===== src/rtl/hazard_ctrl.sv =====
// hazard_ctrl: stall/flush controller for the 5-stage RISC-V pipeline.
// Generates per-register enable and synchronous-clear strobes from the
// instruction in ID, the control bits latched into EX, branch resolution
// and data-memory busy. Tracks load-use stalls and branch flushes, and
// raises a sticky error when the data memory stays busy too long.
module hazard_ctrl #(
    parameter int unsigned INIT_CYCLES = 2,
    parameter int unsigned MEM_TIMEOUT = 255,
    parameter int unsigned CNT_W       = 32,
    parameter logic [1:0]  WBSEL_MEM   = 2'b00
) (
    input  logic             clk,
    input  logic             reset,
    input  logic [31:0]      id_inst,
    input  logic [31:0]      ex_inst,
    input  logic             ex_regWEn,
    input  logic [1:0]       ex_WBSel,
    input  logic             ex_PCSel,
    input  logic             mem_busy,
    output logic             pc_en,
    output logic             if_id_en,
    output logic             if_id_flush,
    output logic             id_ex_en,
    output logic             id_ex_flush,
    output logic             ex_mem_en,
    output logic             mem_wb_en,
    output logic [CNT_W-1:0] stall_cnt,
    output logic [CNT_W-1:0] flush_cnt,
    output logic             mem_err
);

    // init counter runs 0..INIT_CYCLES-1; wait counter must be able to hold MEM_TIMEOUT
    localparam int unsigned INIT_W = (INIT_CYCLES < 2) ? 1 : $clog2(INIT_CYCLES);
    localparam int unsigned WAIT_W = (MEM_TIMEOUT < 2) ? 1 : $clog2(MEM_TIMEOUT + 1);
    localparam logic [INIT_W-1:0] INIT_LAST  = INIT_W'(INIT_CYCLES - 1);
    localparam logic [WAIT_W-1:0] WAIT_LIMIT = WAIT_W'(MEM_TIMEOUT);
    localparam bit                TIMEOUT_EN = (MEM_TIMEOUT != 0);

    typedef enum logic [1:0] {
        ST_INIT     = 2'd0,
        ST_RUN      = 2'd1,
        ST_MEM_WAIT = 2'd2
    } state_t;

    state_t            state_q, state_d;
    logic [INIT_W-1:0] init_q, init_d;
    logic [WAIT_W-1:0] wait_q, wait_d;
    logic [CNT_W-1:0]  stall_cnt_q, stall_cnt_d;
    logic [CNT_W-1:0]  flush_cnt_q, flush_cnt_d;
    logic              mem_err_q, mem_err_d;

    logic [4:0] id_rs1, id_rs2, ex_rd;
    logic       load_use;
    logic       unused_inst_bits;

    // Register-field extraction and the conservative load-use compare (both sources always checked)
    always_comb begin
        id_rs1   = id_inst[19:15];
        id_rs2   = id_inst[24:20];
        ex_rd    = ex_inst[11:7];
        load_use = ex_regWEn && (ex_WBSel == WBSEL_MEM) && (ex_rd != 5'd0) &&
                   ((ex_rd == id_rs1) || (ex_rd == id_rs2));
        unused_inst_bits = ^{id_inst[31:25], id_inst[14:0], ex_inst[31:12], ex_inst[6:0]};
    end

    // Next-state, counter updates and zero-latency enable/flush outputs
    always_comb begin
        state_d     = state_q;
        init_d      = init_q;
        wait_d      = wait_q;
        stall_cnt_d = stall_cnt_q;
        flush_cnt_d = flush_cnt_q;
        mem_err_d   = mem_err_q;

        pc_en       = 1'b0;
        if_id_en    = 1'b0;
        if_id_flush = 1'b0;
        id_ex_en    = 1'b0;
        id_ex_flush = 1'b0;
        ex_mem_en   = 1'b0;
        mem_wb_en   = 1'b0;

        case (state_q)
            ST_INIT: begin
                if_id_flush = 1'b1;
                id_ex_flush = 1'b1;
                if (init_q == INIT_LAST) begin
                    state_d = ST_RUN;
                    init_d  = '0;
                end else begin
                    init_d = init_q + INIT_W'(1);
                end
            end
            // RUN and the release cycle of MEM_WAIT share one priority chain, so a
            // branch or load-use held across a freeze is acted on once, on release.
            ST_RUN, ST_MEM_WAIT: begin
                if (mem_busy) begin
                    state_d = ST_MEM_WAIT;
                    if (state_q == ST_RUN) begin
                        wait_d = WAIT_W'(1);
                    end else if (wait_q != '1) begin
                        wait_d = wait_q + WAIT_W'(1);
                    end
                    if (TIMEOUT_EN && (wait_d >= WAIT_LIMIT)) begin
                        mem_err_d = 1'b1;
                    end
                end else begin
                    state_d = ST_RUN;
                    wait_d  = '0;
                    if (ex_PCSel) begin
                        pc_en       = 1'b1;
                        if_id_en    = 1'b1;
                        if_id_flush = 1'b1;
                        id_ex_en    = 1'b1;
                        id_ex_flush = 1'b1;
                        ex_mem_en   = 1'b1;
                        mem_wb_en   = 1'b1;
                        if (flush_cnt_q != '1) begin
                            flush_cnt_d = flush_cnt_q + CNT_W'(1);
                        end
                    end else if (load_use) begin
                        id_ex_en    = 1'b1;
                        id_ex_flush = 1'b1;
                        ex_mem_en   = 1'b1;
                        mem_wb_en   = 1'b1;
                        if (stall_cnt_q != '1) begin
                            stall_cnt_d = stall_cnt_q + CNT_W'(1);
                        end
                    end else begin
                        pc_en     = 1'b1;
                        if_id_en  = 1'b1;
                        id_ex_en  = 1'b1;
                        ex_mem_en = 1'b1;
                        mem_wb_en = 1'b1;
                    end
                end
            end
            default: begin
                state_d     = ST_INIT;
                init_d      = '0;
                if_id_flush = 1'b1;
                id_ex_flush = 1'b1;
            end
        endcase

        // reset forces the hold-and-flush pattern without waiting for an edge
        if (reset) begin
            pc_en       = 1'b0;
            if_id_en    = 1'b0;
            if_id_flush = 1'b1;
            id_ex_en    = 1'b0;
            id_ex_flush = 1'b1;
            ex_mem_en   = 1'b0;
            mem_wb_en   = 1'b0;
        end
    end

    // State and counter registers, cleared asynchronously
    always_ff @(posedge clk or posedge reset) begin
        if (reset) begin
            state_q     <= ST_INIT;
            init_q      <= '0;
            wait_q      <= '0;
            stall_cnt_q <= '0;
            flush_cnt_q <= '0;
            mem_err_q   <= 1'b0;
        end else begin
            state_q     <= state_d;
            init_q      <= init_d;
            wait_q      <= wait_d;
            stall_cnt_q <= stall_cnt_d;
            flush_cnt_q <= flush_cnt_d;
            mem_err_q   <= mem_err_d;
        end
    end

    // Counter and error outputs straight from their registers
    always_comb begin
        stall_cnt = stall_cnt_q;
        flush_cnt = flush_cnt_q;
        mem_err   = mem_err_q;
    end

endmodule


===== config.mk =====
export PLATFORM = sky130hd
export DESIGN_NAME = hazard_ctrl
export DESIGN_NICKNAME = d
export VERILOG_FILES = /design/src/rtl/hazard_ctrl.sv
export SDC_FILE = /design/constraint.sdc
export NUM_CORES = 1
export LEC_CHECK = 0
export CAP_MARGIN = 20
export CORE_ASPECT_RATIO = 1.1
export CORE_MARGIN = 3
export CORE_UTILIZATION = 46
export DETAILED_ROUTE_END_ITERATION = 16
export GPL_ROUTABILITY_DRIVEN = 0
export MAX_ROUTING_LAYER = met4
export PLACE_DENSITY = 0.81
export RECOVER_POWER = 100
export SLEW_MARGIN = 40
export SYNTH_ARGS = -nofsm -noshare
export SYNTH_HDL_FRONTEND = slang
export SYNTH_SLANG_ARGS = --single-unit

===== constraint.sdc =====
create_clock -name clk -period 4.6 [get_ports clk]
set_clock_uncertainty 0.05 [all_clocks]
set_input_delay 0.92 -clock clk [delete_from_list [all_inputs] [get_ports clk]]
set_output_delay 0.92 -clock clk [all_outputs]
set_load 0.05 [all_outputs]

Word level (Yosys, flattened, before mapping)
Cells that the tools add are included.
- memories: 0
- bits in read-only memories: 0
- latch bits: 0
- register bits: 76
- bits in writable memories: 0
- word-level logic and storage cells: 59
- shifts and indexed selects: 0
- add/sub/neg operators: 4
- order comparisons: 1
- $mul: 0
- reductions and logical operators: 11
- bitwise gates (word level): 2
- div/mod/pow operators: 0
- multiplexer cells: 27
- eq/ne operators: 8
- operator list (operator ; count):
    $add 32x1->32 const B ; 2
    $ne 32x32->1 const B ; 2
    $mux 8 ; 5
    $mux 1 ; 18
    $eq 5x5->1 ; 2
    $add 8x1->8 const B ; 1
    $ge 8x8->1 const B ; 1
    $ne 8x8->1 const B ; 1
    $reduce_and 5->1 ; 1
    $reduce_bool 5->1 ; 1
    $logic_not 2->1 ; 2
    $mux 2 ; 2
    $pmux 2 s2 ; 1
    $reduce_and 4->1 ; 1
    $logic_and 1x1->1 ; 3
    $reduce_and 3->1 ; 1
    $eq 2x1->1 const B ; 1
    $eq 2x2->1 const B ; 1
    $ne 2x2->1 const B ; 1
    $not 1->1 ; 2
    $pmux 1 s2 ; 1
    $reduce_or 2->1 ; 1
    $add 1x1->1 const B ; 1
    $logic_or 1x1->1 ; 1

Logic depth before layout (Yosys ltp)
Gate-level depths: netlist of the first run.
- depth in word-level cells: 9
- gate-level depth with buffers: 9

Worst setup path before layout of the first run
OpenSTA, ideal clock, no wires.
- kind: input-to-output
- start point: in reset
- end point: out id_ex_flush
- path slack: -506 ps
- cell stages on the path: 3
- data arrival time: 4136 ps
- cell sequence: inv_1 nand3_1 o21bai_1
- longest elaborated chain between the ends: 1
- ends and longest elaborated chain (what ; RTL line ; source):
    start: declaration ; 13 ; input logic reset,
    $mux 1 ; 147 ; if (reset) begin
    end: declaration ; 24 ; output logic id_ex_flush,
No other way between the ends.

Worst setup path in the final report of the first run
- start point: in ex_inst[8]
- end point: out pc_en
- longest elaborated chain between the ends: 8
- ends and longest elaborated chain (what ; RTL line ; source):
    start: declaration ; 15 ; input logic [31:0] ex_inst,
    $eq 5x5->1 or $reduce_bool 5->1 (tied branches) ; 62, 61 ;
    $logic_or 1x1->1 or $logic_and 1x1->1 (tied branches) ; 62, 61 ;
    $logic_and 1x1->1 * ; 61 ; load_use = ex_regWEn && (ex_WBSel == WBSEL_MEM) && (ex_rd != 5'd0) &&
    $mux 1 * ; 121 ; end else if (load_use) begin
    $mux 1 * ; 110 ; if (ex_PCSel) begin
    $mux 1 * ; 97 ; if (mem_busy) begin
    $mux 1 * ; 83 ; case (state_q)
    $mux 1 * ; 147 ;
    end: declaration ; 20 ; output logic pc_en,
Every way passes the cells marked *; elsewhere a longest branch is shown, timed or not.

==> results.json, run 1 <==
{
  "antennaDiodeCount": 0,
  "antenna_found_initial": 0,
  "hp-class": "flip-flop to flip-flop",
  "leakage_uw": 0.00253,
  "yosysUniqueCellTypes": 51,
  "syn-cell-area_mm2": 0.00410,
  "synthesis.nets": 494,
  "firstDrtPassIters": 6,
  "cts_buffer_depth": 2,
  "vias": 3547,
  "ys_top_cells_by_count": "76 x dfrtp_1, 47 x xor2_1, 42 x nand2_1, 29 x nand3_1",
  "drt_iter0_markers": 234,
  "placed_area_mm2": 0.00515,
  "dpl.hpwl_mm": 7.10,
  "cts_buffers": 9,
  "finalCritPeriodShare_pct": 88.8,
  "syn_to_final_growth_pct": 29.2,
  "ios": 143,
  "cts-resized-gates": 0,
  "slowest_delay_ns": 0.59,
  "nets": 587,
  "crit_required_ns": 3.63,
  "viasPerCell": 5.67,
  "yosysMostFrequentCell": "dfrtp_1",
  "wl_per_cell_um": 15.7,
  "fin_tns_setup_ns": 0,
  "synth.largest_area_cell": "dfrtp_1",
  "fin_util_pct": 62.0,
  "yosysWarnings": 0,
  "synth_top_area_share_pct": 46.4,
  "path_max_fanout": 5,
  "ys_top_cells_by_area": "dfrtp_1 46%, xor2_1 10%, xnor2_1 4.9%, nand4_1 4.0%, nor4_1 4.0%",
  "route.detailed.drc": 0,
  "synth-seq-cells": 76,
  "grt_pass1_vias": 3576,
  "detail-route-antenna-nets": 0,
  "synth_edf_count": 0,
  "avgSynthCellArea_um2": 9.83,
  "cts_tree": "done",
  "die_h_um": 105,
  "grt-ovfl-total": 0,
  "grt_max_degree": 77,
  "clock_latency_ns": 0.34,
  "root_buffer": "clkbuf_8",
  "final_area_mm2": 0.00530,
  "clock.fmax_mhz": 245,
  "die_area_mm2": 0.0101,
  "critical_path_class": "input port to output port",
  "cts_setup_buffers": 0,
  "syn_inst": 417,
  "clkTransAtPathRegs_ns": 0.07,
  "worst_pin_slew_ns": 1.83,
  "relSlewSlack_pct": -22.3,
  "core_mm2": 0.00854,
  "rsz0062_at_grt": "false",
  "grt_pass1_wl_mm": 17.0,
  "seq_area_frac_synth_pct": 46.4,
  "dieWidth_um": 96.0,
  "worstPathArrival_ns": 3.11,
  "io_buffers": 93,
  "ys.flop_type": "dfrtp_1",
  "holdBufCountCts": 0,
  "cp-end-kind": "output port",
  "htree_levels": 3,
  "drive_gt1_share_pct": 5.83,
  "num_rows": 35,
  "slowest_stage": "dlygate4sd3_1",
  "grt_usage_pct": 21.6,
  "cts.sinks": 76,
  "status": "finished with violations",
  "ir_drop_uv": 169,
  "initial_core_util_pct": 48.0,
  "post-route-min-period_ns": 4.08,
  "power.density_mw_per_mm2": 330,
  "setup_viol": 0,
  "violations": "max-capacitance violations, max-slew violations",
  "path_cells": "dlygate4sd3_1, or4_1, o211a_1, nand2b_1, o21a_1, clkbuf_1",
  "finalHoldViolCount": 0,
  "drv_cap": 1,
  "async_reset_ff_share_pct": 100,
  "slew_viol_final": 77,
  "critPathLaunchType": "input port",
  "wl_mm": 9.80
}
==> report_power, final <==
part | total, µW | internal [µW] | switching, µW
clock | 517 | 279 | 238
combinational | 462 | 152 | 310
sequential | 772 | 710 | 61.6
==> through the flow <==
step | setup slack [ns] | power (µW) | std cells | hold slack [ns]
5_1_grt | 0.433 | 1850 | 626 | 0.439
3_5_place_dp | 0.810 | 1280 | 610 | 0.419
6_report | 0.515 | 1750 | 626 | 0.429
4_1_cts | 0.785 | 1800 | 626 | 0.433
3_3_place_gp | 0.849 | 1260 | 610 | 0.405
2_1_floorplan | 0.256 | 1110 | 417 | 0.425
==> metal layers <==
| layer | global-route usage (%) | routed length, µm | vias up |
|---|---|---|---|
| met3 | 3.24 | 394 | 12 |
| met2 | 33.8 | 4930 | 104 |
| met4 | 7.42 | 146 | 0 |
| met5 | - | 0 | - |
| li1 | - | - | 1700 |
| met1 | 28.5 | 4330 | 1731 |
==> layout by cell type, fill, tap and decap left out, types with 3 or more instances in the layout <==
cell type	instances
a21oi_1	8
a31oi_1	3
and2_1	4
and3_1	10
and4_1	6
clkbuf_1	5
clkbuf_8	11
clkdlybuf4s50_1	18
dfrtp_1	76
dlygate4sd3_1	71
ha_1	6
inv_1	7
mux2_2	3
nand2_1	42
nand2b_1	5
nand3_1	29
nand4_1	26
nor2_1	21
nor2b_1	3
nor3_1	16
nor4_1	25
o21a_1	3
o21ai_0	7
xnor2_1	23
xor2_1	47
==> flip-flops by register name, indices dropped and copies added, names as in the netlist <==
| name | count |
|---|---|
| flush_cnt | 32 |
| init_q | 1 |
| mem_err | 1 |
| stall_cnt | 32 |
| state_q | 2 |
| wait_q | 8 |
==> logic make-up (layout without fill, tap and decap cells) <==
family / count (synthesis) / count (layout) / share of synthesized area, %
and+or+nand+nor: 202 / 202 / 26.9
DFF: 76 / 76 / 46.4
xor gates and xnor gates: 70 / 70 / 15.0
AOI/OAI and AO/OA: 38 / 38 / 6.32
buffers and inverters: 21 / 119 / 2.38
adders and majority gates: 6 / 6 / 1.83
muxes: 4 / 4 / 1.19
==> critical path, delay by kind of cell <==
kind / cells / cell delay [ns]
compound gates: 2 / 0.44
buf+inv: 2 / 1.07
simple gates: 2 / 0.69
==> final timing paths <==
path	startpoint	end	slack (ns)	depth (start not counted)
max	ex_inst[8]	pc_en	0.52	6
min	mem_err	mem_err	0.43	1
max reg2reg	state_q[0]	flush_cnt[28]	1.35	7
min reg2reg	mem_err	mem_err	0.43	1
max in group asynchronous	reset	stall_cnt[20]	1.70	3
min in group asynchronous	reset	wait_q[1]	1.71	3
==> area by class of cell <==
class	instances	area, µm²
fill	713	3240
clock buffer	12	155
timing repair buffer	95	918
tap	111	139
multi-input combinational	320	2100
sequential	76	1900
clock inverter	4	47.5
inverter	8	33.8
(Power assumes the default switching activity.)
==> run 2: changes to the inputs <==
--- a/config.mk
+++ b/config.mk
@@ -11,6 +11,7 @@
 export CORE_UTILIZATION = 46
 export DETAILED_ROUTE_END_ITERATION = 16
 export GPL_ROUTABILITY_DRIVEN = 0
+export HOLD_SLACK_MARGIN = 0.1
 export MAX_ROUTING_LAYER = met4
 export PLACE_DENSITY = 0.81
 export RECOVER_POWER = 100
==> results of run 2 <==
Final layout, timing and power as in run 1 (identical DEF).
